--- src/rtl/pipe_pkg.sv ---
// pipe_pkg -- shared definitions for the pipe_stage_reg slice.
//
// Holds the legal DEPTH range, the default payload widths, the stage record
// {valid, ctrl, data} at those default widths, and the saturating step used
// by the occupancy counter.
package pipe_pkg;

  localparam int PIPE_DEPTH_MIN = 1;
  localparam int PIPE_DEPTH_MAX = 4;

  localparam int PIPE_CTRL_W = 4;
  localparam int PIPE_DATA_W = 32;

  // One stage's contents at the default widths. Parameterised instances use
  // a local record with the same field order.
  typedef struct packed {
    logic                   valid;
    logic [PIPE_CTRL_W-1:0] ctrl;
    logic [PIPE_DATA_W-1:0] data;
  } stage_t;

  // +1 / -1 / 0 step that never wraps below zero or above max_occ.
  function automatic int unsigned occ_step(input int unsigned occ,
                                           input logic        inc,
                                           input logic        dec,
                                           input int unsigned max_occ);
    if (inc && !dec) return (occ >= max_occ) ? max_occ : occ + 1;
    if (dec && !inc) return (occ == 0) ? 0 : occ - 1;
    return occ;
  endfunction

endpackage

--- src/rtl/pipe_stage_cell.sv ---
// pipe_stage_cell -- one register stage of pipe_stage_reg.
//
// Ports:
//   clock, reset     : rising-edge clock, synchronous active-high reset
//   kill             : drop the held entry (valid and masked ctrl bits cleared,
//                      data kept); wins over load
//   load             : take d_* this edge, otherwise hold
//   d_valid/ctrl/data: incoming record
//   q_valid/ctrl/data: held record
//
// Invariant kept here: whenever q_valid is 0 the CTRL_MASK bits of q_ctrl are
// 0, so a bubble never carries live control downstream.
module pipe_stage_cell
  import pipe_pkg::*;
#(
  parameter int                CTRL_W    = PIPE_CTRL_W,
  parameter int                DATA_W    = PIPE_DATA_W,
  parameter logic [CTRL_W-1:0] CTRL_MASK = '1
) (
  input  logic              clock,
  input  logic              reset,
  input  logic              kill,
  input  logic              load,
  input  logic              d_valid,
  input  logic [CTRL_W-1:0] d_ctrl,
  input  logic [DATA_W-1:0] d_data,
  output logic              q_valid,
  output logic [CTRL_W-1:0] q_ctrl,
  output logic [DATA_W-1:0] q_data
);

  always_ff @(posedge clock) begin
    if (reset) begin
      q_valid <= 1'b0;
      q_ctrl  <= '0;
      q_data  <= '0;
    end else if (kill) begin
      q_valid <= 1'b0;
      q_ctrl  <= q_ctrl & ~CTRL_MASK;
    end else if (load) begin
      q_valid <= d_valid;
      q_ctrl  <= d_valid ? d_ctrl : (d_ctrl & ~CTRL_MASK);
      q_data  <= d_data;
    end
  end

endmodule

--- src/rtl/pipe_stage_reg.sv ---
// pipe_stage_reg -- DEPTH-stage pipeline register with stall, flush and kill.
//
// Parameters:
//   DATA_W    : payload width, never masked
//   CTRL_W    : control field width
//   CTRL_MASK : control bits forced to 0 on any bubble (stall, flush, kill)
//   DEPTH     : number of register stages, 1..4
//
// Ports:
//   clock, reset      : rising-edge clock, synchronous active-high reset
//   in_stall/in_flush : upstream has no live entry this cycle
//   out_stall         : downstream stalled, every stage holds
//   kill              : invalidate every in-flight entry (beats out_stall)
//   in_ctrl/in_data   : upstream record
//   in_ready          : the record on in_* is accepted this cycle
//   out_ctrl/out_data/out_valid : last stage
//   occupancy         : number of live entries held (stages + skid)
//
// Build option: define PIPE_STAGE_SKID_EN to add one skid entry that catches
// a live input arriving while out_stall is high; in_ready then follows the
// skid entry instead of out_stall.
module pipe_stage_reg
  import pipe_pkg::*;
#(
  parameter int                DATA_W    = 32,
  parameter int                CTRL_W    = 4,
  parameter logic [CTRL_W-1:0] CTRL_MASK = {CTRL_W{1'b1}},
  parameter int                DEPTH     = 1,
  localparam int               OCC_W     = $clog2(DEPTH + 2)
) (
  input  logic              clock,
  input  logic              reset,
  input  logic              in_stall,
  input  logic              in_flush,
  input  logic              out_stall,
  input  logic              kill,
  input  logic [CTRL_W-1:0] in_ctrl,
  input  logic [DATA_W-1:0] in_data,
  output logic              in_ready,
  output logic [CTRL_W-1:0] out_ctrl,
  output logic [DATA_W-1:0] out_data,
  output logic              out_valid,
  output logic [OCC_W-1:0]  occupancy
);

  logic                          in_valid;
  logic                          adv;
  logic                          ready_int;
  logic                          s0_valid;
  logic [CTRL_W-1:0]             s0_ctrl;
  logic [DATA_W-1:0]             s0_data;
  logic                          occ_inc;
  logic                          occ_dec;
  logic [OCC_W-1:0]              occ_q;

  logic [DEPTH-1:0]              vld_pipe;
  logic [DEPTH-1:0][CTRL_W-1:0]  ctrl_pipe;
  logic [DEPTH-1:0][DATA_W-1:0]  data_pipe;

  assign in_valid = ~in_stall & ~in_flush;
  assign adv      = ~out_stall;

`ifdef PIPE_STAGE_SKID_EN
  logic              skid_valid;
  logic [CTRL_W-1:0] skid_ctrl;
  logic [DATA_W-1:0] skid_data;
  logic              skid_cap;

  // Only an empty skid can catch; once full, in_ready drops and upstream holds.
  assign skid_cap = out_stall & ~skid_valid & in_valid;

  always_ff @(posedge clock) begin
    if (reset) begin
      skid_valid <= 1'b0;
      skid_ctrl  <= '0;
      skid_data  <= '0;
    end else if (kill) begin
      skid_valid <= 1'b0;
      skid_ctrl  <= skid_ctrl & ~CTRL_MASK;
    end else if (skid_cap) begin
      skid_valid <= 1'b1;
      skid_ctrl  <= in_ctrl;
      skid_data  <= in_data;
    end else if (adv && skid_valid) begin
      skid_valid <= 1'b0;
      skid_ctrl  <= skid_ctrl & ~CTRL_MASK;
    end
  end

  // A parked entry goes first; in_ready is low that cycle so the input
  // cannot also load.
  assign s0_valid  = skid_valid | in_valid;
  assign s0_ctrl   = skid_valid ? skid_ctrl : in_ctrl;
  assign s0_data   = skid_valid ? skid_data : in_data;
  assign ready_int = ~skid_valid;
  // skid -> stage 0 is a move, not a new entry, so it does not count.
  assign occ_inc   = skid_cap | (adv & ~skid_valid & in_valid);
`else
  // Without skid storage a live input during out_stall is dropped; upstream
  // is stalled along with us and presents it again.
  assign s0_valid  = in_valid;
  assign s0_ctrl   = in_ctrl;
  assign s0_data   = in_data;
  assign ready_int = ~out_stall;
  assign occ_inc   = adv & in_valid;
`endif

  assign occ_dec = adv & vld_pipe[DEPTH-1];

  for (genvar i = 0; i < DEPTH; i++) begin : g_stage
    logic              d_valid;
    logic [CTRL_W-1:0] d_ctrl;
    logic [DATA_W-1:0] d_data;

    if (i == 0) begin : g_head
      assign d_valid = s0_valid;
      assign d_ctrl  = s0_ctrl;
      assign d_data  = s0_data;
    end else begin : g_body
      assign d_valid = vld_pipe[i-1];
      assign d_ctrl  = ctrl_pipe[i-1];
      assign d_data  = data_pipe[i-1];
    end

    pipe_stage_cell #(
      .CTRL_W    (CTRL_W),
      .DATA_W    (DATA_W),
      .CTRL_MASK (CTRL_MASK)
    ) u_cell (
      .clock   (clock),
      .reset   (reset),
      .kill    (kill),
      .load    (adv),
      .d_valid (d_valid),
      .d_ctrl  (d_ctrl),
      .d_data  (d_data),
      .q_valid (vld_pipe[i]),
      .q_ctrl  (ctrl_pipe[i]),
      .q_data  (data_pipe[i])
    );
  end

  always_ff @(posedge clock) begin
    if (reset || kill) begin
      occ_q <= '0;
    end else begin
      occ_q <= OCC_W'(occ_step(32'(occ_q), occ_inc, occ_dec, 32'(DEPTH + 1)));
    end
  end

  // Outputs read as zero for the whole reset window, including the cycle
  // before the first reset edge has cleared the registers.
  assign in_ready  = ~reset & ready_int;
  assign out_valid = ~reset & vld_pipe[DEPTH-1];
  assign out_ctrl  = reset ? '0 : ctrl_pipe[DEPTH-1];
  assign out_data  = reset ? '0 : data_pipe[DEPTH-1];
  assign occupancy = reset ? '0 : occ_q;

endmodule
--- config.mk ---
export PLATFORM = sky130hd
export DESIGN_NAME = pipe_stage_reg
export DESIGN_NICKNAME = d
export VERILOG_FILES = /design/src/rtl/pipe_pkg.sv /design/src/rtl/pipe_stage_cell.sv /design/src/rtl/pipe_stage_reg.sv
export SDC_FILE = /design/constraint.sdc
export NUM_CORES = 1
export LEC_CHECK = 0
export CORE_MARGIN = 1.5
export CORE_UTILIZATION = 53
export CTS_CLUSTER_DIAMETER = 200
export DETAILED_ROUTE_END_ITERATION = 10
export DONT_BUFFER_PORTS = 1
export PLACE_DENSITY = 0.65
export REMOVE_ABC_BUFFERS = 1
export SLEW_MARGIN = 10
export SYNTH_ARGS = -nofsm -noshare
export SYNTH_HDL_FRONTEND = slang
export SYNTH_HIERARCHICAL = 1
export SYNTH_SLANG_ARGS = --single-unit
--- constraint.sdc ---
create_clock -name clock -period 3.2 [get_ports clock]
set_input_delay 0.32 -clock clock [delete_from_list [all_inputs] [get_ports clock]]
set_output_delay 0.32 -clock clock [all_outputs]
set_load 0.03 [all_outputs]
==> out/qor.tcl <==
set qor(outcome) {completed}
set qor(fmax_mhz) 587
set qor(timing.critical_path.arrival_ns) 1.98
set qor(combined_area_of_the_multi_input_logic_cells_um2) 1010
set qor(drive_gt1_share_pct) 25.5
set qor(power-per-cell-area_nw_per_um2) 461
set qor(final_gp_congestion) 0.670
set qor(syn-mean-instance-area_um2) 8.57
set qor(synth_top_area_cell) {sky130_fd_sc_hd__dfxtp_1}
set qor(number_of_library_cell_types_mapped_by_synthesis) 26
set qor(synthesis_stage_register_bit_count) 39
set qor(use_met1_pct) 21.7
set qor(grt_setup_unrepaired) {no}
set qor(ys.warnings.count) 6
set qor(crit_type) {primary input to flip-flop}
set qor(synth-main-ff-cell) {sky130_fd_sc_hd__dfxtp_1}
set qor(cts.repair.resized) 0
set qor(cts_tree) {yes}
set qor(setup_tns_ns) 0
set qor(cp-end-kind) {flip-flop}
set qor(residual_drc_count) 0
set qor(die_area_um2) 4010
set qor(flip_flop_and_latch_area_um2) 781
set qor(cts_num_sinks) 39
set qor(clock_tree.buffer_depth) 2
set qor(design.final.nets) 263
set qor(slew-limit-headroom_pct) 33.7
set qor(totalPowerFinal_w) 0.000903
set qor(worstSetupStartpointType) {primary input}
set qor(antennaDiodeCount) 0
set qor(drtPass1Iterations) 5
set qor(cp_slowest_cell) {sky130_fd_sc_hd__nor2b_2}
set qor(min_period_over_period_pct) 53.2
set qor(clkLatencyLatePin_ns) 0.33
set qor(synth_top_area_share_pct) 40.5
set qor(hold_viol) 0
set qor(fill_cell_total_of_the_finished_layout) 330
set qor(clock-root-buffer) {sky130_fd_sc_hd__clkbuf_4}
set qor(number_of_setup_violations_in_the_final_report) 0
set qor(post_synth_main_area_contributors) {sky130_fd_sc_hd__dfxtp_1, sky130_fd_sc_hd__nor2b_1, sky130_fd_sc_hd__a21oi_2, sky130_fd_sc_hd__nand2_1, sky130_fd_sc_hd__nand2_2}
set qor(drt-total-wl_mm) 3.69
set qor(start_util_pct) 56.4
set qor(synth_edf_count) 0
set qor(synth_cells) 225
set qor(async_reset_ff_share_pct) 0
set qor(globalRouteOverflowTotal) 0
set qor(postRouteAntennaNets) 0
set qor(io_buffer_count) 0
set qor(critical_path_required_ns) 3.48
set qor(grt_pass1_vias) 1317
set qor(drv.max_cap_violation_count) 0
set qor(areaGrowthSynthToFinish_pct) 1.56
set qor(num_vias) 1388
set qor(period_minus_slack_ns) 1.70
set qor(tritoncts.num_buffers) 5
set qor(placement_rows) 21
set qor(critical_path.max_fanout) 25
set qor(first_pass_grt_wire_length_mm) 5.87
set qor(global_route.usage.met3_pct) 7.50
set qor(clk_pin_slew_worst_paths_ns) 0.11
set qor(syn-cell-area_um2) 1930
set qor(final-max-slew-violation-count) 0
set qor(dp.final_hpwl_mm) 2.37
set qor(final_core_utilization_pct) 57.3
set qor(route.detailed.vias_per_inst) 5.22
set qor(grt_start_max_net_pins) 80
set qor(die_h_um) 63.3
set qor(detail_route.wl_per_cell_um) 13.9
set qor(timing.critical_path.cells) {inv_1 > nor2b_2 > buf_4 > nand2_1 > a21oi_2}
set qor(grt.met2_usage_pct) 30.7
set qor(ir_drop_mv) 0.228
set qor(die-width_um) 63.3
set qor(grt_antenna_before_repair) 0
set qor(power.static_leakage_nw) 0.661
set qor(grt-busiest-layer) {met2}
set qor(synth_seq_area_share_pct) 40.5
set qor(worstHoldPathType) {primary input to flip-flop}
set qor(worst_margin_pin_slew_ns) 0.990
set qor(io-pin-count) 82
set qor(initialDrtViolationCount) 63
set qor(grtUsageTotal_pct) 18.5
set qor(core_area_um2) 3420
set qor(htreeDepth) 2
set qor(finClkSkew_ns) 0.000539
set qor(biggest_cell_delay_along_the_critical_path_ns) 0.87
[critical path, delay by kind of cell]
kind                   cells  cell delay, ns
AND/OR/NAND/NOR            2            0.95
buffers and inverters      2            0.58
AO/OA/AOI/OAI              1            0.11
[cells in the final DEF, fill, tap and decap left out]
cell / Yosys / layout
sky130_fd_sc_hd__nand2_1: 53 / 53
sky130_fd_sc_hd__nor3_1: 5 / 5
sky130_fd_sc_hd__inv_1: 3 / 3
sky130_fd_sc_hd__ha_1: 2 / 2
sky130_fd_sc_hd__nor2b_2: 0 / 1
sky130_fd_sc_hd__o21ai_0: 2 / 2
sky130_fd_sc_hd__a31oi_1: 4 / 4
sky130_fd_sc_hd__a211oi_2: 1 / 1
sky130_fd_sc_hd__dfxtp_1: 39 / 39
sky130_fd_sc_hd__a211oi_1: 1 / 1
sky130_fd_sc_hd__nor2_1: 2 / 2
sky130_fd_sc_hd__nand2b_1: 1 / 1
sky130_fd_sc_hd__a211o_1: 1 / 1
sky130_fd_sc_hd__dlygate4sd3_1: 0 / 2
sky130_fd_sc_hd__mux2i_1: 1 / 1
sky130_fd_sc_hd__clkinvlp_4: 0 / 1
sky130_fd_sc_hd__clkbuf_4: 0 / 5
sky130_fd_sc_hd__nand2b_4: 1 / 1
sky130_fd_sc_hd__a21oi_2: 30 / 30
sky130_fd_sc_hd__buf_4: 3 / 1
sky130_fd_sc_hd__and2_1: 1 / 1
sky130_fd_sc_hd__nand2_2: 14 / 14
sky130_fd_sc_hd__nor2b_1: 45 / 44
sky130_fd_sc_hd__clkbuf_8: 1 / 2
sky130_fd_sc_hd__a21oi_1: 2 / 2
sky130_fd_sc_hd__nand3b_1: 1 / 1
[metal layers]
layer  up-vias  wire (um)
li1        700          -
met1       630       1620
met2        53       1710
met3         5        302
met4         0         50
met5         -          0
[synthesized netlist by cell type, drive strengths merged, types with 2 or more instances]
cell type / number
a21oi: 32
o21ai: 2
a211oi: 2
inv: 3
nand2b: 2
a31oi: 4
nor3: 5
nand2: 67
ha: 2
buf: 10
clkbuf: 6
nor2b: 45
dfxtp: 39
nor2: 2
[path summary, 6_finish.rpt]
check | startpoint | endpoint | slack, ns | depth (start not counted)
worst max-delay path | out_stall | g_stage[0].u_cell/q_data[16] | 1.50 | 5
worst min-delay path | kill | occ_q[0] | 0.03 | 1
worst max register to register | g_stage[0].u_cell/q_valid | occ_q[0] | 1.75 | 5
worst min register to register | g_stage[0].u_cell/q_data[30] | g_stage[0].u_cell/q_data[30] | 0.46 | 2
[power breakdown]
| group | switching [W] | internal, W |
|---|---|---|
| Sequential | 0.00000948 | 0.000505 |
| Combinational | 0.0000702 | 0.0000323 |
| Clock | 0.000158 | 0.000129 |
| Total | 0.000237 | 0.000665 |
[through the flow]
step	setup WS (ns)	cells	hold slack [ns]	instance area, um^2
3_5_place_dp	1.13	256	0.388	1870
4_1_cts	1.50	264	0.00760	1940
5_1_grt	1.31	266	0.00267	1960
6_report	1.50	266	0.0302	1960
3_3_place_gp	1.24	256	0.386	1870
2_1_floorplan	1.14	209	0.382	1800
[cell type report]
| class | instances | area share [%] |
|---|---|---|
| multi-input combinational | 167 | 51.5 |
| inverter | 3 | 0.575 |
| clock buffer | 7 | 3.32 |
| clock inverter | 1 | 0.383 |
| tap | 46 | 2.94 |
| sequential | 39 | 39.9 |
| timing repair buffer | 3 | 1.41 |
[kinds of logic (layout without fill, tap and decap cells)]
| kind of cell | Yosys count | after routing | synth area share (%) |
|---|---|---|---|
| buffers and inverters | 19 | 14 | 7.33 |
| AND/OR/NAND/NOR | 123 | 123 | 32.9 |
| AO/OA/AOI/OAI | 41 | 41 | 17.5 |
| flip-flops | 39 | 39 | 40.5 |
| adder cells (fa/ha/maj) | 2 | 2 | 1.30 |
| multiplexers | 1 | 1 | 0.519 |
[state kept, by name (all words and copies together) (netlist names)]
register	flops
g_stage.u_cell/q_valid	1
occ_q	2
g_stage.u_cell/q_ctrl	4
g_stage.u_cell/q_data	32
[repair_timing]
item                                   in CTS  in global routing
buffers inserted                            0                  0
hold buffers                                0                  2
endpoints found under the hold margin       0                 11
(Power assumes the default switching activity.)
